[config.mk]
export PLATFORM = sky130hd
export DESIGN_NAME = ld_cell_proc
export DESIGN_NICKNAME = d
export VERILOG_FILES = /design/src/rtl/ld_cell_proc.sv
export SDC_FILE = /design/constraint.sdc
export NUM_CORES = 1
export LEC_CHECK = 0
export BUFFER_PORTS_ARGS = -buffer_cell sky130_fd_sc_hd__buf_2
export CAP_MARGIN = 20
export CORE_MARGIN = 3
export CORE_UTILIZATION = 55
export CTS_CLUSTER_SIZE = 24
export DETAILED_ROUTE_END_ITERATION = 6
export PLACE_DENSITY = 0.72
export SYNTH_ARGS = -nofsm -noshare
export SYNTH_HDL_FRONTEND = slang
export SYNTH_SLANG_ARGS = --single-unit
[constraint.sdc]
create_clock -name clk -period 6.1 [get_ports clk]
set_clock_uncertainty 0.1 [all_clocks]
set_input_delay 0.915 -clock clk [delete_from_list [all_inputs] [get_ports clk]]
set_output_delay 0.915 -clock clk [all_outputs]
set_load 0.01 [all_outputs]
[src/rtl/ld_cell_proc.sv]
// ld_cell_proc: conditions the left/right load-cell readings for balance_cntrl and
// steer_en_SM. It produces the signed cell difference, the rider-weight and
// difference comparator flags, the steer timer and a debounced low-battery flag.
// Build option: define LD_CELL_AVG_EN to run each cell through a 4-tap moving
// average. When it is undefined, each cell sample is registered as-is.
module ld_cell_proc #(
  parameter logic        fast_sim     = 1'b0,
  parameter logic [11:0] MIN_RIDER_WT = 12'h200,
  parameter logic [7:0]  WT_HYST      = 8'h40,
  parameter logic [11:0] BATT_THRES   = 12'h800
) (
  input  logic        clk,
  input  logic        rst,
  input  logic        ld_vld,
  input  logic [11:0] lft_ld,
  input  logic [11:0] rght_ld,
  input  logic [11:0] batt,
  input  logic        clr_tmr,
  output logic [11:0] ld_cell_diff,
  output logic        sum_gt_min,
  output logic        sum_lt_min,
  output logic        diff_gt_eigth,
  output logic        diff_gt_15_16,
  output logic        tmr_full,
  output logic        batt_low
);

  localparam int TMR_W = (fast_sim == 1'b1) ? 15 : 26;
  localparam logic [TMR_W-1:0] TMR_MAX = {TMR_W{1'b1}};
  localparam logic [12:0] SUM_HI = {1'b0, MIN_RIDER_WT} + {5'b0_0000, WT_HYST};
  localparam logic [12:0] SUM_LO = {1'b0, MIN_RIDER_WT} - {5'b0_0000, WT_HYST};

  // Stage 1: per-channel conditioned values
  logic [11:0] lft_avg_d, lft_avg_q, rght_avg_d, rght_avg_q;
  logic        vld1_q;

  // Stage 2: registered outputs
  logic [11:0] diff_d, diff_q;
  logic        gt_d, gt_q, lt_d, lt_q, e8_d, e8_q, e15_d, e15_q;
  logic [12:0] sum_s, diff_s, absd_s, e15_thr_s;

  // Steer timer and battery debounce
  logic [TMR_W-1:0] tmr_d, tmr_q;
  logic             tmr_full_d, tmr_full_q;
  logic [1:0]       low_cnt_d, low_cnt_q, high_cnt_d, high_cnt_q;
  logic             batt_low_d, batt_low_q;

`ifdef LD_CELL_AVG_EN
  logic [11:0] lft_h0_d, lft_h0_q, lft_h1_d, lft_h1_q, lft_h2_d, lft_h2_q;
  logic [11:0] rght_h0_d, rght_h0_q, rght_h1_d, rght_h1_q, rght_h2_d, rght_h2_q;
  logic [13:0] lft_acc_s, rght_acc_s;

  // Moving average: sum of the new sample and three previous ones, history shifts on ld_vld
  always_comb begin
    lft_acc_s  = {2'b00, lft_ld} + {2'b00, lft_h0_q} + {2'b00, lft_h1_q} + {2'b00, lft_h2_q};
    rght_acc_s = {2'b00, rght_ld} + {2'b00, rght_h0_q} + {2'b00, rght_h1_q} + {2'b00, rght_h2_q};
    lft_h0_d   = lft_h0_q;
    lft_h1_d   = lft_h1_q;
    lft_h2_d   = lft_h2_q;
    rght_h0_d  = rght_h0_q;
    rght_h1_d  = rght_h1_q;
    rght_h2_d  = rght_h2_q;
    lft_avg_d  = lft_avg_q;
    rght_avg_d = rght_avg_q;
    if (ld_vld) begin
      lft_h0_d   = lft_ld;
      lft_h1_d   = lft_h0_q;
      lft_h2_d   = lft_h1_q;
      rght_h0_d  = rght_ld;
      rght_h1_d  = rght_h0_q;
      rght_h2_d  = rght_h1_q;
      lft_avg_d  = lft_acc_s[13:2];
      rght_avg_d = rght_acc_s[13:2];
    end else begin
      lft_avg_d  = lft_avg_q;
      rght_avg_d = rght_avg_q;
    end
  end

  // History registers; reset empties the filter so it re-primes from zero
  always_ff @(posedge clk) begin
    if (rst) begin
      lft_h0_q  <= 12'h000;
      lft_h1_q  <= 12'h000;
      lft_h2_q  <= 12'h000;
      rght_h0_q <= 12'h000;
      rght_h1_q <= 12'h000;
      rght_h2_q <= 12'h000;
    end else begin
      lft_h0_q  <= lft_h0_d;
      lft_h1_q  <= lft_h1_d;
      lft_h2_q  <= lft_h2_d;
      rght_h0_q <= rght_h0_d;
      rght_h1_q <= rght_h1_d;
      rght_h2_q <= rght_h2_d;
    end
  end
`else
  // Unfiltered: capture the raw samples on each strobe
  always_comb begin
    if (ld_vld) begin
      lft_avg_d  = lft_ld;
      rght_avg_d = rght_ld;
    end else begin
      lft_avg_d  = lft_avg_q;
      rght_avg_d = rght_avg_q;
    end
  end
`endif

  // Stage 2 arithmetic: sum, signed difference, magnitude and comparator flags
  always_comb begin
    sum_s     = {1'b0, lft_avg_q} + {1'b0, rght_avg_q};
    diff_s    = {1'b0, lft_avg_q} - {1'b0, rght_avg_q};
    absd_s    = diff_s[12] ? (13'd0 - diff_s) : diff_s;
    e15_thr_s = sum_s - (sum_s >> 4);
    diff_d    = diff_q;
    gt_d      = gt_q;
    lt_d      = lt_q;
    e8_d      = e8_q;
    e15_d     = e15_q;
    if (vld1_q) begin
      // The 13-bit diff fits in 12 signed bits exactly when bit 11 matches the sign.
      if (diff_s[12] == diff_s[11]) begin
        diff_d = diff_s[11:0];
      end else if (diff_s[12]) begin
        diff_d = 12'h800;
      end else begin
        diff_d = 12'h7FF;
      end
      gt_d  = (sum_s > SUM_HI);
      lt_d  = (sum_s < SUM_LO);
      e8_d  = (absd_s > (sum_s >> 3));
      e15_d = (absd_s > e15_thr_s);
    end else begin
      diff_d = diff_q;
    end
  end

  // Steer timer: clear wins, otherwise count up and stick at all-ones
  always_comb begin
    if (clr_tmr) begin
      tmr_d = {TMR_W{1'b0}};
    end else if (tmr_q == TMR_MAX) begin
      tmr_d = tmr_q;
    end else begin
      tmr_d = tmr_q + {{(TMR_W-1){1'b0}}, 1'b1};
    end
    tmr_full_d = (tmr_d == TMR_MAX);
  end

  // Battery debounce: four consecutive same-side strobes flip batt_low
  always_comb begin
    low_cnt_d  = low_cnt_q;
    high_cnt_d = high_cnt_q;
    batt_low_d = batt_low_q;
    if (ld_vld) begin
      if (batt < BATT_THRES) begin
        high_cnt_d = 2'd0;
        if (low_cnt_q == 2'd3) begin
          batt_low_d = 1'b1;
        end else begin
          low_cnt_d = low_cnt_q + 2'd1;
        end
      end else begin
        low_cnt_d = 2'd0;
        if (high_cnt_q == 2'd3) begin
          batt_low_d = 1'b0;
        end else begin
          high_cnt_d = high_cnt_q + 2'd1;
        end
      end
    end else begin
      batt_low_d = batt_low_q;
    end
  end

  // Pipeline, timer and debounce state
  always_ff @(posedge clk) begin
    if (rst) begin
      lft_avg_q  <= 12'h000;
      rght_avg_q <= 12'h000;
      vld1_q     <= 1'b0;
      diff_q     <= 12'h000;
      gt_q       <= 1'b0;
      lt_q       <= 1'b0;
      e8_q       <= 1'b0;
      e15_q      <= 1'b0;
      tmr_q      <= {TMR_W{1'b0}};
      tmr_full_q <= 1'b0;
      low_cnt_q  <= 2'd0;
      high_cnt_q <= 2'd0;
      batt_low_q <= 1'b0;
    end else begin
      lft_avg_q  <= lft_avg_d;
      rght_avg_q <= rght_avg_d;
      vld1_q     <= ld_vld;
      diff_q     <= diff_d;
      gt_q       <= gt_d;
      lt_q       <= lt_d;
      e8_q       <= e8_d;
      e15_q      <= e15_d;
      tmr_q      <= tmr_d;
      tmr_full_q <= tmr_full_d;
      low_cnt_q  <= low_cnt_d;
      high_cnt_q <= high_cnt_d;
      batt_low_q <= batt_low_d;
    end
  end

  assign ld_cell_diff  = diff_q;
  assign sum_gt_min    = gt_q;
  assign sum_lt_min    = lt_q;
  assign diff_gt_eigth = e8_q;
  assign diff_gt_15_16 = e15_q;
  assign tmr_full      = tmr_full_q;
  assign batt_low      = batt_low_q;

endmodule
==> results.py <==
metrics = {
    "outcome": {
        "outcome": "complete, no violations",
    },
    "final_layout": {
        "diodes": 0,
        "drive_gt1_share_pct": 10.62,
        "final_nets": 821,
        "synthToLayoutAreaGrowth_pct": 8.625,
    },
    "pwr": {
        "swShare_pct": 40.42,
        "power.internal_uw": 987.1,
        "powerDensity_nw_per_um2": 275.2,
        "seqPwrFrac_pct": 31.2,
        "power_frac_comb_pct": 48.3,
        "switchingPower_uw": 669.6,
        "ir_drop_uv": 172.9,
        "power.share.clock_pct": 20.5,
        "p_total_mw": 1.657,
        "power_leakage_nw": 2.561,
    },
    "sta": {
        "max_freq_ghz": 0.1838,
        "rsz0062_at_grt": "no",
        "min_period_ns": 5.442,
        "tightest_slew_ns": 0.9860,
        "fin_tns_setup_ns": 0,
        "relSlewSlack_pct": 33.66,
        "period_share_pct": 89.21,
        "holdWs_ns": 0.3679,
        "slew_violations": 0,
        "finalHoldViolCount": 0,
        "finalSetupViolCount": 0,
    },
    "worst_hold_path": {
        "hold-path-cell-count": 2,
        "hold-path-endpoint": "sum_lt_min",
        "hp-start": "sum_lt_min",
        "hp-class": "reg -> reg",
    },
    "drt": {
        "drt-initial-drc-count": 254,
        "drtAntennaViolNets": 0,
        "dr.pass1.iters": 5,
        "drt-vias-per-instance": 5.674,
        "wl_mm": 12.52,
        "drc": 0,
        "wl_per_cell_um": 14.59,
        "vias": 4868,
    },
    "clock_tree": {
        "cts_buffer_depth": 2,
        "clock-sinks": 73,
        "tritoncts": "built",
        "htree_num_levels": 3,
        "clock_latency_ns": 0.38,
        "cts_setup_buffers": 0,
        "cts_buffers": 9,
        "ctsResizeCount": 0,
        "root_buffer": "clkbuf_8",
        "clkSlewWorstSetupHoldPaths_ns": 0.08,
        "hold_buffers": 0,
    },
    "synthesis": {
        "synth.distinct_cells": 68,
        "synth_top_area_cell": "dfxtp_1",
        "synth_ff_type": "dfxtp_1",
        "synth_commonest_cells": "nor2_1 (92), dfxtp_1 (73), ha_1 (58)",
        "synth_most_common_cell": "nor2_1",
        "synth_mux_area_share_pct": 5.441,
        "yosysSeqAreaShare_pct": 26.37,
        "yosysWarnings": 0,
        "synth.avg_cell_area_um2": 8.066,
        "synth_top_family_by_area": "simple AND/OR/NAND/NOR gates",
        "async_reset_ff_share_pct": 0,
        "synth.area.top_cells": "dfxtp_1 (26%), ha_1 (13%), nor2_1 (6.2%)",
        "syn-cell-area_um2": 5542,
        "synth-edff-count": 0,
        "synthAdderAreaFrac_pct": 14.36,
        "synth_fp_nets": 788,
        "synth-xor-area-share_pct": 10.91,
        "synth_compound_area_share_pct": 15.49,
        "ys_ff_latch": 73,
        "yosysTopAreaCellShare_pct": 26.37,
        "yosys.area_share.simple_pct": 22.51,
        "synthCells": 687,
    },
    "floorplanning": {
        "die-area_um2": 11320,
        "row_count": 36,
        "die_w_um": 106.4,
        "die_h_um": 106.4,
        "initial_core_util_pct": 56.69,
        "core_um2": 9774,
        "num_io_pins": 58,
    },
    "grt": {
        "top_usage_layer": "met2",
        "groute.usage.overall_pct": 23.22,
        "grt_pass1_wl_mm": 21.28,
        "grtUsageMet3_pct": 4.129,
        "grt_max_degree": 50,
        "antenna_found_initial": 0,
        "grt_pass1_vias": 4645,
        "grt_util_met1_pct": 30.19,
        "use_met2_pct": 38.28,
        "grt-ovfl-total": 0,
    },
    "placed_design": {
        "portBuffers": 46,
        "gp_congestion": 0.8648,
        "dpl.hpwl_mm": 9.699,
    },
    "setup_path": {
        "regToRegSetupSlack_ns": 0.66,
        "cpMostUsedCell": "a21oi_1",
        "end_kind": "flip-flop",
        "path_buf_inv": 3,
        "rr_endpoint": "diff_gt_15_16",
        "crit_type": "reg -> reg",
        "crit_fanout": 6,
        "crit_path_cell_trace": "inv_1 -> ha_1 -> nand2b_1 -> a221oi_1 -> o21ai_0 -> a21oi_1 -> o31ai_1 -> xnor2_1 -> inv_1 -> ha_1 -> inv_1 -> a21oi_1 -> o21ai_0 -> nand2b_1 -> nand4_1 -> nand3_1 -> a21oi_1 -> o211a_1 -> o21a_1 -> ha_1 -> nand4_1 -> or4_1 -> nand3_1 -> a21oi_1",
        "cp-start-kind": "flip-flop",
        "cp.arrival_ns": 5.56,
        "r2r_cells": 24,
        "reg2reg_from": "rght_avg_q[1]",
        "path_delay_family": "compound AO/OA/AOI/OAI gates",
        "crit_slowest_cell": "xnor2_1",
        "critical_path.max_stage_delay_ns": 0.53,
        "cp.depth": 24,
        "required_ns": 6.22,
    },
    "job": {
        "max_cap_viol_count": 0,
    },
}
[metrics by stage]
step / setup slack (ns) / std cells / area (um2) / utilization, %
global placement: 0.8080 / 842 / 5849 / 59.84
detailed placement: 0.7197 / 842 / 5849 / 59.84
global route: 0.1808 / 858 / 6020 / 61.58
CTS: 0.6953 / 858 / 6020 / 61.58
floorplan: 1.548 / 687 / 5542 / -
finish: 0.6582 / 858 / 6020 / 61.58
[metal layers]
layer | part of all wire [%] | routed length, um
met5 | 0 | 0
met4 | 2.2 | 274
met3 | 4.4 | 550
met2 | 46 | 5798
met1 | 47 | 5898
[power by group through the flow]
stage / clock, mW / combinational, mW / sequential [mW]
2_1_floorplan: 0 / 0.613 / 0.529
3_3_place_gp: 0 / 0.759 / 0.526
3_5_place_dp: 0 / 0.788 / 0.528
4_1_cts: 0.349 / 0.793 / 0.517
5_1_grt: 0.377 / 0.900 / 0.520
6_report: 0.340 / 0.800 / 0.516
[cells by family (layout without fill, tap and decap cells)]
group	count (synthesis)	count (layout)
compound gates	131	131
xor+xnor	66	66
fa+ha+maj	62	62
buf+inv	71	109
flops	73	73
mux	30	30
simple gates	254	254
[flip-flops by register name, indices dropped and copies added (netlist names)]
signal	count
tmr_q	26
ld_cell_diff	12
lft_avg_q	12
rght_avg_q	12
high_cnt_q	2
low_cnt_q	2
batt_low	1
diff_gt_15_16	1
diff_gt_eigth	1
sum_gt_min	1
sum_lt_min	1
tmr_full	1
vld1_q	1
[worst register-to-register path: stages, from the launching register on]
cell and delay (ns):
dfxtp_1 0.36, inv_1 0.11, ha_1 0.30, nand2b_1 0.18
a221oi_1 0.44, o21ai_0 0.14, a21oi_1 0.16, o31ai_1 0.10
xnor2_1 0.53, inv_1 0.21, ha_1 0.33, inv_1 0.06
a21oi_1 0.14, o21ai_0 0.10, nand2b_1 0.13, nand4_1 0.12
nand3_1 0.22, a21oi_1 0.10, o211a_1 0.24, o21a_1 0.17
ha_1 0.29, nand4_1 0.09, or4_1 0.46, nand3_1 0.12
a21oi_1 0.07
[worst max path at each step]
stage,from,end,slack (ns)
after detailed placement,rght_avg_q[1],diff_gt_15_16,0.72
after global placement,rght_avg_q[1],diff_gt_15_16,0.81
after floorplan,rght_avg_q[1],diff_gt_15_16,1.55
final,rght_avg_q[1],diff_gt_15_16,0.66
after CTS,rght_avg_q[1],diff_gt_15_16,0.70
after global routing,rght_avg_q[1],diff_gt_15_16,0.18
[layout by cell type, fill, tap and decap left out, drive strengths merged, types with 4 or more instances in the layout]
| master | netlist | routed |
|---|---|---|
| nand4 | 14 | 14 |
| clkbuf | 19 | 9 |
| and3 | 6 | 6 |
| ha | 58 | 58 |
| o21a | 5 | 5 |
| o211ai | 4 | 4 |
| or4 | 6 | 6 |
| o21ai | 33 | 33 |
| xnor2 | 40 | 40 |
| nor4 | 6 | 6 |
| o31ai | 4 | 4 |
| dfxtp | 73 | 73 |
| a221oi | 4 | 4 |
| a21oi | 45 | 45 |
| nand2b | 12 | 12 |
| buf | 7 | 48 |
| xor2 | 26 | 26 |
| a31oi | 5 | 5 |
| mux2i | 29 | 29 |
| inv | 45 | 46 |
| nor2b | 13 | 13 |
| nand3 | 23 | 23 |
| nor2 | 92 | 92 |
| nor3 | 23 | 23 |
| nand4b | 4 | 4 |
| nand2 | 39 | 39 |
| a21o | 6 | 6 |
[final cells by class]
| class | count | area, um2 |
|---|---|---|
| Fill cell | 905 | 3755 |
| Sequential cell | 73 | 1461 |
| Clock inverter | 7 | 46.29 |
| Tap cell | 133 | 166.4 |
| Inverter | 45 | 168.9 |
| Multi-Input combinational cell | 543 | 3807 |
| Timing Repair Buffer | 48 | 245.2 |
| Clock buffer | 9 | 123.9 |
(Power assumes the default switching activity.)
